### config.mk
export PLATFORM = sky130hd
export DESIGN_NAME = stopwatch_lap_ctrl
export DESIGN_NICKNAME = d
export VERILOG_FILES = /design/src/rtl/stopwatch_pkg.sv /design/src/rtl/stopwatch_lap_ctrl_lap_buffer.sv /design/src/rtl/stopwatch_lap_ctrl.sv
export SDC_FILE = /design/constraint.sdc
export NUM_CORES = 1
export LEC_CHECK = 0
export ABC_AREA = 1
export BUFFER_PORTS_ARGS = -buffer_cell sky130_fd_sc_hd__buf_4
export CAP_MARGIN = 10
export CORE_MARGIN = 2
export CORE_UTILIZATION = 45
export CTS_BUF_LIST = sky130_fd_sc_hd__clkbuf_16
export DETAILED_ROUTE_END_ITERATION = 10
export PLACE_DENSITY = 0.71
export SYNTH_ARGS = -nofsm -noshare
export SYNTH_HDL_FRONTEND = slang
export SYNTH_SLANG_ARGS = --single-unit
### constraint.sdc
create_clock -name clk -period 4.9 [get_ports clk]
set_clock_uncertainty 0.1 [all_clocks]
set_input_delay 0.49 -clock clk [delete_from_list [all_inputs] [get_ports clk]]
set_output_delay 0.49 -clock clk [all_outputs]
set_load 0.03 [all_outputs]
### src/rtl/stopwatch_pkg.sv
// -----------------------------------------------------------------------------
// stopwatch_pkg
// Shared definitions for the stopwatch mode controllers.
//   state_t    : controller state encoding (STOP, RUN, CLEAR, VIEW)
//   BTN_*      : bit positions of the button request vector. A higher index
//                means a higher priority: run > clr > lap > view.
//   btn_pick() : keeps only the highest-priority request bit.
// -----------------------------------------------------------------------------
package stopwatch_pkg;

    typedef enum logic [1:0] {
        ST_STOP  = 2'd0,
        ST_RUN   = 2'd1,
        ST_CLEAR = 2'd2,
        ST_VIEW  = 2'd3
    } state_t;

    localparam int BTN_N    = 4;
    localparam int BTN_VIEW = 0;
    localparam int BTN_LAP  = 1;
    localparam int BTN_CLR  = 2;
    localparam int BTN_RUN  = 3;

    // Returns a one-hot (or zero) vector holding the highest-priority request.
    function automatic logic [BTN_N-1:0] btn_pick(input logic [BTN_N-1:0] req);
        logic [BTN_N-1:0] grant;
        grant = '0;
        for (int i = BTN_N - 1; i >= 0; i--) begin
            if (req[i] && (grant == '0)) begin
                grant[i] = 1'b1;
            end
        end
        return grant;
    endfunction

endpackage

### src/rtl/stopwatch_lap_ctrl_lap_buffer.sv
// -----------------------------------------------------------------------------
// lap_buffer
// Circular store of up to LAP_DEPTH lap times.
//   clk, rst   : clock, asynchronous active-high reset
//   wr_en      : capture wr_data into the slot at the write pointer
//   wr_data    : lap time to store
//   clr        : empty the buffer (pointer, count and overflow flag)
//   rd_off     : read offset, 0 = newest lap, 1 = next older, ...
//   rd_data    : stored lap at the offset (combinational read)
//   lap_count  : number of valid laps, saturating at LAP_DEPTH
//   lap_ovf    : sticky, an old lap was overwritten since the last clear
// -----------------------------------------------------------------------------
module lap_buffer #(
    parameter int TIME_W    = 24,
    parameter int LAP_DEPTH = 4,
    parameter int PTR_W     = (LAP_DEPTH > 1) ? $clog2(LAP_DEPTH) : 1,
    parameter int CNT_W     = $clog2(LAP_DEPTH + 1)
) (
    input  logic              clk,
    input  logic              rst,
    input  logic              wr_en,
    input  logic [TIME_W-1:0] wr_data,
    input  logic              clr,
    input  logic [PTR_W-1:0]  rd_off,
    output logic [TIME_W-1:0] rd_data,
    output logic [CNT_W-1:0]  lap_count,
    output logic              lap_ovf
);

    logic [TIME_W-1:0] mem [LAP_DEPTH];
    logic [PTR_W-1:0]  wr_ptr;
    logic [PTR_W-1:0]  newest;
    logic [PTR_W-1:0]  rd_slot;

    always_ff @(posedge clk or posedge rst) begin
        if (rst) begin
            wr_ptr    <= '0;
            lap_count <= '0;
            lap_ovf   <= 1'b0;
        end else if (clr) begin
            wr_ptr    <= '0;
            lap_count <= '0;
            lap_ovf   <= 1'b0;
        end else if (wr_en) begin
            // Explicit wrap so non-power-of-2 depths work.
            wr_ptr <= (wr_ptr == PTR_W'(LAP_DEPTH - 1)) ? '0 : wr_ptr + 1'b1;
            if (lap_count == CNT_W'(LAP_DEPTH)) begin
                lap_ovf <= 1'b1;
            end else begin
                lap_count <= lap_count + 1'b1;
            end
        end
    end

    // Lap contents need no reset; lap_count says which slots are meaningful.
    always_ff @(posedge clk) begin
        if (wr_en && !clr) begin
            mem[wr_ptr] <= wr_data;
        end
    end

    // Read slot = (wr_ptr - 1 - rd_off) mod LAP_DEPTH, folded by compare.
    // The add-back branch may wrap in PTR_W bits, but the true result is
    // below LAP_DEPTH so the truncated value is still exact.
    always_comb begin
        newest = (wr_ptr == '0) ? PTR_W'(LAP_DEPTH - 1) : wr_ptr - 1'b1;
        if (newest >= rd_off) begin
            rd_slot = newest - rd_off;
        end else begin
            rd_slot = newest + PTR_W'(LAP_DEPTH) - rd_off;
        end
    end

    assign rd_data = mem[rd_slot];

endmodule

### src/rtl/stopwatch_lap_ctrl.sv
// -----------------------------------------------------------------------------
// stopwatch_lap_ctrl
// Stopwatch run/stop/clear control with lap capture and lap review.
//   clk, rst   : clock, asynchronous active-high reset
//   btn_run    : pulse, toggle run/stop (also leaves review into RUN)
//   btn_clr    : pulse, clear counter and laps
//   btn_lap    : pulse, capture time_in as a lap while running
//   btn_view   : pulse, enter review / step to the next older lap
//   time_in    : live time from the counter datapath
//   run_stop   : counter run enable (state RUN)
//   clear      : registered one-cycle clear pulse to the counter
//   view_mode  : display shows a stored lap (state VIEW)
//   disp_time  : time to display (lap in VIEW, otherwise time_in)
//   lap_num    : 1-based number of the shown lap, 1 = newest, 0 outside VIEW
//   lap_count  : number of valid laps
//   lap_ovf    : sticky lap overwrite flag
//   state_dbg  : current controller state, for observation only
// -----------------------------------------------------------------------------
module stopwatch_lap_ctrl
    import stopwatch_pkg::*;
#(
    parameter int TIME_W    = 24,
    parameter int LAP_DEPTH = 4,
    localparam int PTR_W    = (LAP_DEPTH > 1) ? $clog2(LAP_DEPTH) : 1,
    localparam int CNT_W    = $clog2(LAP_DEPTH + 1)
) (
    input  logic              clk,
    input  logic              rst,
    input  logic              btn_run,
    input  logic              btn_clr,
    input  logic              btn_lap,
    input  logic              btn_view,
    input  logic [TIME_W-1:0] time_in,
    output logic              run_stop,
    output logic              clear,
    output logic              view_mode,
    output logic [TIME_W-1:0] disp_time,
    output logic [PTR_W:0]    lap_num,
    output logic [CNT_W-1:0]  lap_count,
    output logic              lap_ovf,
    output state_t            state_dbg
);

    state_t            state, state_n;
    logic [PTR_W-1:0]  view_off, view_off_n;
    logic [BTN_N-1:0]  req;
    logic [BTN_N-1:0]  grant;
    logic              wr_en;
    logic              buf_clr;
    logic [TIME_W-1:0] rd_data;

    // Mask buttons that mean nothing in the current state first, so that an
    // ignored higher-priority button does not swallow a meaningful lower one.
    always_comb begin
        req = '0;
        case (state)
            ST_STOP: begin
                req[BTN_RUN]  = btn_run;
                req[BTN_CLR]  = btn_clr;
                req[BTN_VIEW] = btn_view && (lap_count != '0);
            end
            ST_RUN: begin
                req[BTN_RUN] = btn_run;
                req[BTN_CLR] = btn_clr;
                req[BTN_LAP] = btn_lap;
            end
            ST_VIEW: begin
                req[BTN_RUN]  = btn_run;
                req[BTN_CLR]  = btn_clr;
                req[BTN_VIEW] = btn_view;
            end
            default: req = '0;
        endcase
    end

    assign grant = btn_pick(req);

    always_comb begin
        state_n    = state;
        view_off_n = view_off;
        wr_en      = 1'b0;
        case (state)
            ST_STOP: begin
                if (grant[BTN_RUN]) begin
                    state_n = ST_RUN;
                end else if (grant[BTN_CLR]) begin
                    state_n = ST_CLEAR;
                end else if (grant[BTN_VIEW]) begin
                    state_n    = ST_VIEW;
                    view_off_n = '0;
                end
            end
            ST_RUN: begin
                if (grant[BTN_RUN]) begin
                    state_n = ST_STOP;
                end else if (grant[BTN_CLR]) begin
                    state_n = ST_CLEAR;
                end else if (grant[BTN_LAP]) begin
                    wr_en = 1'b1;
                end
            end
            ST_VIEW: begin
                if (grant[BTN_RUN]) begin
                    state_n    = ST_RUN;
                    view_off_n = '0;
                end else if (grant[BTN_CLR]) begin
                    state_n = ST_CLEAR;
                end else if (grant[BTN_VIEW]) begin
                    // Oldest lap already shown: leave review.
                    if (CNT_W'(view_off) + 1'b1 == lap_count) begin
                        state_n    = ST_STOP;
                        view_off_n = '0;
                    end else begin
                        view_off_n = view_off + 1'b1;
                    end
                end
            end
            ST_CLEAR: begin
                state_n    = ST_STOP;
                view_off_n = '0;
            end
            default: begin
                state_n    = ST_STOP;
                view_off_n = '0;
            end
        endcase
    end

    always_ff @(posedge clk or posedge rst) begin
        if (rst) begin
            state    <= ST_STOP;
            view_off <= '0;
            clear    <= 1'b0;
        end else begin
            state    <= state_n;
            view_off <= view_off_n;
            // High during the first STOP cycle after CLEAR.
            clear    <= (state == ST_CLEAR);
        end
    end

    assign buf_clr = (state == ST_CLEAR);

    lap_buffer #(
        .TIME_W    (TIME_W),
        .LAP_DEPTH (LAP_DEPTH),
        .PTR_W     (PTR_W),
        .CNT_W     (CNT_W)
    ) u_lap_buffer (
        .clk       (clk),
        .rst       (rst),
        .wr_en     (wr_en),
        .wr_data   (time_in),
        .clr       (buf_clr),
        .rd_off    (view_off),
        .rd_data   (rd_data),
        .lap_count (lap_count),
        .lap_ovf   (lap_ovf)
    );

    assign run_stop  = (state == ST_RUN);
    assign view_mode = (state == ST_VIEW);
    assign disp_time = view_mode ? rd_data : time_in;
    assign lap_num   = view_mode ? ((PTR_W + 1)'(view_off) + 1'b1) : '0;
    assign state_dbg = state;

endmodule

# Word level (Yosys, flattened, before mapping)
# Memories as Yosys holds them, arrays and structs flattened.
# Cells that the tools add are included.
# op_classes
n_addsub	6
div_mod_pow	0
magnitude_cmp	0
n_eq_ne	16
reduce_logical	19
shifts	0
bitwise	1
muxes	43
mul	0
# op_table
cell	count
2-bit 2-to-1 mux	21
24-bit 2-to-1 mux	1
1-bit 2-to-1 mux	14
3-bit 2-to-1 mux	4
4-bit by 1-bit inequality test with 1-bit output (second input constant)	2
2-bit case mux with 4 select lines	1
2-bit equality test (second input constant)	3
2-bit logical NOT	3
2-bit inequality test (second input constant)	3
3-bit by 1-bit inequality test with 1-bit output (second input constant)	2
2-bit case mux with 3 select lines	1
6-bit AND reduction	1
3-bit nonzero test	2
1-bit logical AND	5
2-bit by 1-bit adder with 2-bit output (second input constant)	2
4-bit inequality test (second input constant)	1
2-bit AND reduction	2
4-bit AND reduction	1
2-bit nonzero test	2
2-bit by 1-bit adder with 3-bit output (second input constant)	1
3-bit by 1-bit adder with 3-bit output (second input constant)	1
3-bit equality test	1
3-bit equality test (second input constant)	1
3-bit logical NOT	1
other kinds (9)	9
# totals
input_bits	30
mem_bits_ro	0
output_inout_bits	36
register_bits	11
elab_cells	92
latchBits	0
mem_bits_rw	96
memories	1
# mem_list
name	words	word_bits	rd	rd_clocked_by_memory_dff	wr	line_no	rtl
u_lap_buffer.mem	4	24	1	0	1	stopwatch_lap_ctrl_lap_buffer.sv:30	logic [TIME_W-1:0] mem [LAP_DEPTH];

# Depth between registers and ports, before layout
# depth
word_depth	17
mapped_depth	13
depth_no_buf	13

# Hierarchy
# Synthesis repeated with hierarchy kept, for this count alone.
# hier_totals
hier_cells	552
hier_area_um2	5233.8
# modules_own_cells
mod	seq_area_each_um2	cells_per_inst	area_per_inst_um2	n_inst
lap_buffer	3032.9	391	4372.9	1
stopwatch_lap_ctrl	125.1	161	860.8	1

# Least setup slack after synthesis
# No wires, ideal clock.
# synth_path
path_kind	flip-flop to flip-flop
start	register state[1], in the netlist state_dbg[1]
end	memory u_lap_buffer.mem[0][0], enable pin
slack_ns	1.938
t_required_ns	4.395
arrival_time_ns	2.457
stages_incl_launch_ff	7
setup_ns	0.405
period_less_slack_ns	2.962
n_path_buf	0
path_cell_list	dfrtp_1 -> inv_1 -> ha_1 -> nand2_1 -> nor2_1 -> nand2_1 -> nor2_1
# synth_via
elab_chain_len	17
word_cells_on_any_way	22
cone_classes	eq/ne: 3; mux: 11; bitwise: 1; reduce/logical: 7
# synth_lines
item	line_no	rtl
start: declaration	stopwatch_lap_ctrl.sv:44	state_t state, state_n;
start signal: assignment	stopwatch_lap_ctrl.sv:135	state <= state_n;
2-bit by 1-bit equality test with 1-bit output *	n/a	
net run_stop	stopwatch_lap_ctrl.sv:34	output logic run_stop,
3-bit OR reduction (no source line)	n/a	
2-bit 2-to-1 mux	stopwatch_lap_ctrl.sv:56	case (state)
1-bit 2-to-1 mux	stopwatch_pkg.sv:29	if (req[i] && (grant == '0)) begin
1-bit NOT	stopwatch_pkg.sv:29	
1-bit logical AND	stopwatch_pkg.sv:29	
1-bit 2-to-1 mux	stopwatch_pkg.sv:29	
[2 not listed]	n/a	
1-bit 2-to-1 mux	stopwatch_pkg.sv:29	
1-bit 2-to-1 mux	stopwatch_lap_ctrl.sv:98	end else if (grant[BTN_LAP]) begin
1-bit 2-to-1 mux	stopwatch_lap_ctrl.sv:96	end else if (grant[BTN_CLR]) begin
1-bit 2-to-1 mux	stopwatch_lap_ctrl.sv:94	if (grant[BTN_RUN]) begin
1-bit 2-to-1 mux *	stopwatch_lap_ctrl.sv:82	case (state)
1-bit logical AND *	stopwatch_lap_ctrl_lap_buffer.sv:57	if (wr_en && !clr) begin
1-bit 2-to-1 mux *	stopwatch_lap_ctrl_lap_buffer.sv:57	
1-bit 2-to-1 mux (implied by the code) *	stopwatch_lap_ctrl_lap_buffer.sv:58	mem[wr_ptr] <= wr_data;
end: declaration	stopwatch_lap_ctrl_lap_buffer.sv:30	
# Mark *: on every way through the listed nets, which the timed path passes. The rest lies on a longest branch.

# Final worst setup path
# layout_path
start	register u_lap_buffer.wr_ptr[0]
end	output port disp_time[0]
# layout_via
elab_chain_len	5
word_cells_on_any_way	6
cone_classes	add/sub: 2; mux: 2; reduce/logical: 1; memory: 1
# layout_lines
item	line_no	rtl
start: declaration	stopwatch_lap_ctrl_lap_buffer.sv:31	logic [PTR_W-1:0] wr_ptr;
start signal: assignment	stopwatch_lap_ctrl_lap_buffer.sv:46	wr_ptr <= (wr_ptr == PTR_W'(LAP_DEPTH - 1)) ? '0 : wr_ptr + 1'b1;
2-bit by 1-bit subtractor with 2-bit output / 2-bit logical NOT (equally long branches)	stopwatch_lap_ctrl_lap_buffer.sv:66	newest = (wr_ptr == '0) ? PTR_W'(LAP_DEPTH - 1) : wr_ptr - 1'b1;
2-bit 2-to-1 mux *	stopwatch_lap_ctrl_lap_buffer.sv:66	
2-bit subtractor *	stopwatch_lap_ctrl_lap_buffer.sv:68, stopwatch_lap_ctrl_lap_buffer.sv:70	
memory read 4 x 24 bit *	n/a	
24-bit 2-to-1 mux *	stopwatch_lap_ctrl.sv:163	assign disp_time = view_mode ? rd_data : time_in;
end: declaration	stopwatch_lap_ctrl.sv:37	output logic [TIME_W-1:0] disp_time,
# Every way passes the cells marked *; elsewhere a longest branch is shown, timed or not.

==> impl_metrics.json <==
{
  "crit_required_ns": 4.31,
  "dpl.hpwl_um": 6481,
  "cts_made_buffers": 9,
  "cp_cell_sequence": "inv_1 > ha_1 > xnor2_1 > or2_1 > nand2_8 > nand3_1 > nand3_1 > nand2_1 > buf_4",
  "post_cts_resized": 0,
  "first_global_vias": 3389,
  "start_util_pct": 45.73,
  "cts_sinks": 107,
  "ys_types": 25,
  "routed_via_density": 5.219,
  "rr_startpoint": "state_dbg[0]",
  "max_stage_delay_ns": 0.92,
  "clkTransAtPathRegs_ns": 0.07,
  "peakVddDrop_v": 0.0003106,
  "antenna_found_initial": 0,
  "core_area_sq_um": 10790,
  "synth_ff_type": "edfxtp_1",
  "drc_errors": 0,
  "netlist_instances": 469,
  "synth_warnings": 0,
  "area_growth_pct": 18.12,
  "overflow": 0,
  "synth_edf_count": 96,
  "setup_ws_ns": 1.100,
  "p_total_mw": 3.059,
  "p_sw_mw": 1.223,
  "p_int_mw": 1.836,
  "hp-class": "in2async",
  "synth_seq_cells": 107,
  "htreeDepth": 3,
  "crit_start": "u_lap_buffer.wr_ptr[0]",
  "synth.area.top_cells": "edfxtp_1, nand2_1, dfrtp_1",
  "dp_cells": 659,
  "yosysSeqAreaShare_pct": 63.98,
  "routabilityCongestion": 0.8558,
  "drtAntennaViolNets": 0,
  "fmax_ghz": 0.2631,
  "multi_input_area_sq_um": 1535,
  "synth_common_cells": "nand2_1, edfxtp_1, nand3_1",
  "crit_top_cell": "nand3_1",
  "syn_area_sq_um": 4936,
  "firstDrtPassIters": 5,
  "final_layout_size_suffix_gt1_share_pct": 19.59,
  "pwr-share-seq_pct": 35.6,
  "cts_tree": "done",
  "period_share_pct": 77.56,
  "r2r_slack_ns": 1.91,
  "die_area_sq_um": 11820,
  "setup_viol": 0,
  "synth.avg_cell_area_sq_um": 10.52,
  "path_max_fanout": 25,
  "layout.filler_cells": 921,
  "grt_first_pass_wirelength_um": 16750,
  "instances_no_fill": 676,
  "slowest_stage": "or2_1",
  "wl_per_cell_um": 15.51,
  "final_cell_area_sq_um": 5831,
  "clk_latency_ns": 0.35,
  "clockBufferDepth": 2,
  "grt_max_degree": 50,
  "fin_tns_setup_ns": 0,
  "ios": 66,
  "period_minus_slack_ns": 3.800,
  "crit_type": "reg2out",
  "grt.total_usage_pct": 18.78,
  "cts_setup_buffers": 0,
  "vias": 3528,
  "drt-total-wl_um": 10480,
  "dp_worst_setup_slack_ns": 1.477,
  "seq_area_sq_um": 3158,
  "cp-start-kind": "flip-flop",
  "power_frac_comb_pct": 41.2,
  "r2r_cells": 9,
  "die_w_um": 108.7,
  "holdBufCountCts": 0,
  "reg2reg_to": "u_lap_buffer.mem[0][0]",
  "clockRootBuffer": "clkbuf_16",
  "synth_top_area_share_pct": 58.40,
  "async_flop_share_pct": 10.28,
  "io_buffers": 65,
  "syn_nets": 512,
  "maxCapViolations": 0,
  "antennaDiodeCount": 0,
  "p_per_area_nw_per_um2": 524.6,
  "hold_violations": 0,
  "fp-row-count": 38,
  "yosysMostFrequentCell": "nand2_1",
  "grt_setup_unrepaired": "false",
  "tightest_slew_ns": 1.173,
  "utilization_pct": 54.02,
  "p_leak_nw": 2.419,
  "dpl-instance-area_sq_um": 5522,
  "drv_slew": 0,
  "switching_share_pct": 39.97,
  "end_kind": "output port",
  "pwr-share-clk_pct": 23.2,
  "drt_iter0_drc": 238,
  "timing.slew.headroom_pct": 21.79,
  "critPathArrivalTime_ns": 3.21,
  "status": "completed",
  "holdWs_ns": 0.05245,
  "finalNetCount": 574,
  "critPathCapture": "disp_time[0]",
  "die_h_um": 108.7,
  "synth_top_cell_by_area": "edfxtp_1"
}
worst min path at each step:
stage,from,end,cells after the start
after CTS,rst,state_dbg[1],2
after detailed placement,u_lap_buffer.lap_ovf,u_lap_buffer.lap_ovf,2
after floorplan,rst,clear,1
after global placement,u_lap_buffer.lap_ovf,u_lap_buffer.lap_ovf,2
final,rst,state_dbg[1],2
after global routing,rst,state_dbg[1],2
kinds of logic after synthesis:
logic type | synth area share, %
AO/OA/AOI/OAI | 1.217
adder cells (fa/ha/maj) | 3.295
XOR/XNOR | 0.5324
AND/OR/NAND/NOR | 25.86
flip-flops | 63.98
buffers and inverters | 5.120
power by group through the flow:
stage / Clock, mW / Combinational, mW / Sequential (mW)
floorplan: 0 / 0.934 / 1.14
finish: 0.709 / 1.26 / 1.09
global placement: 0 / 1.23 / 1.11
CTS: 0.722 / 1.27 / 1.09
detailed placement: 0 / 1.26 / 1.11
global route: 0.753 / 1.40 / 1.10
layout by cell type, fill, tap and decap left out, types with 2 or more instances in the layout:
master,Yosys,final
nand3_1,51,51
nand2_1,184,184
inv_1,29,30
clkbuf_16,0,9
edfxtp_1,96,96
dfrtp_1,11,11
nor2_2,0,4
o31ai_1,2,2
nand4_1,24,24
buf_4,0,72
xnor2_1,3,3
ha_1,13,13
clkinv_2,0,2
nor2_1,11,7
o21ai_0,5,5
nand2_2,2,2
nand3_2,10,10
layout make-up:
cell class | count | share of cell area, %
Inverter | 30 | 1.931
Timing Repair Buffer | 73 | 9.528
Sequential cell | 107 | 54.16
Clock buffer | 9 | 3.863
Multi-Input combinational cell | 310 | 26.33
Tap cell | 140 | 3.004
Clock inverter | 7 | 1.180
layer usage:
layer	global-route usage [%]	wire [um]	vias up
met5	0	0	-
met4	7.784	166	0
met3	4.662	675	15
met2	30.71	5259	126
met1	23.95	4383	1670
li1	-	-	1717
worst max-delay path, delay by kind of cell (launching register included):
| family | cells | cell delay (ns) |
|---|---|---|
| AND/OR/NAND/NOR | 5 | 1.63 |
| flip-flops | 1 | 0.39 |
| XOR/XNOR | 1 | 0.22 |
| adder cells (fa/ha/maj) | 1 | 0.33 |
| buffers and inverters | 2 | 0.28 |
state kept, by name, indices dropped and copies added, names as in the netlist:
register                flops
state_dbg                   2
view_off                    2
u_lap_buffer.wr_ptr         2
u_lap_buffer.lap_count      3
u_lap_buffer.lap_ovf        1
clear                       1
u_lap_buffer.mem           96
Note: power is estimated with default switching activity, not from simulation.
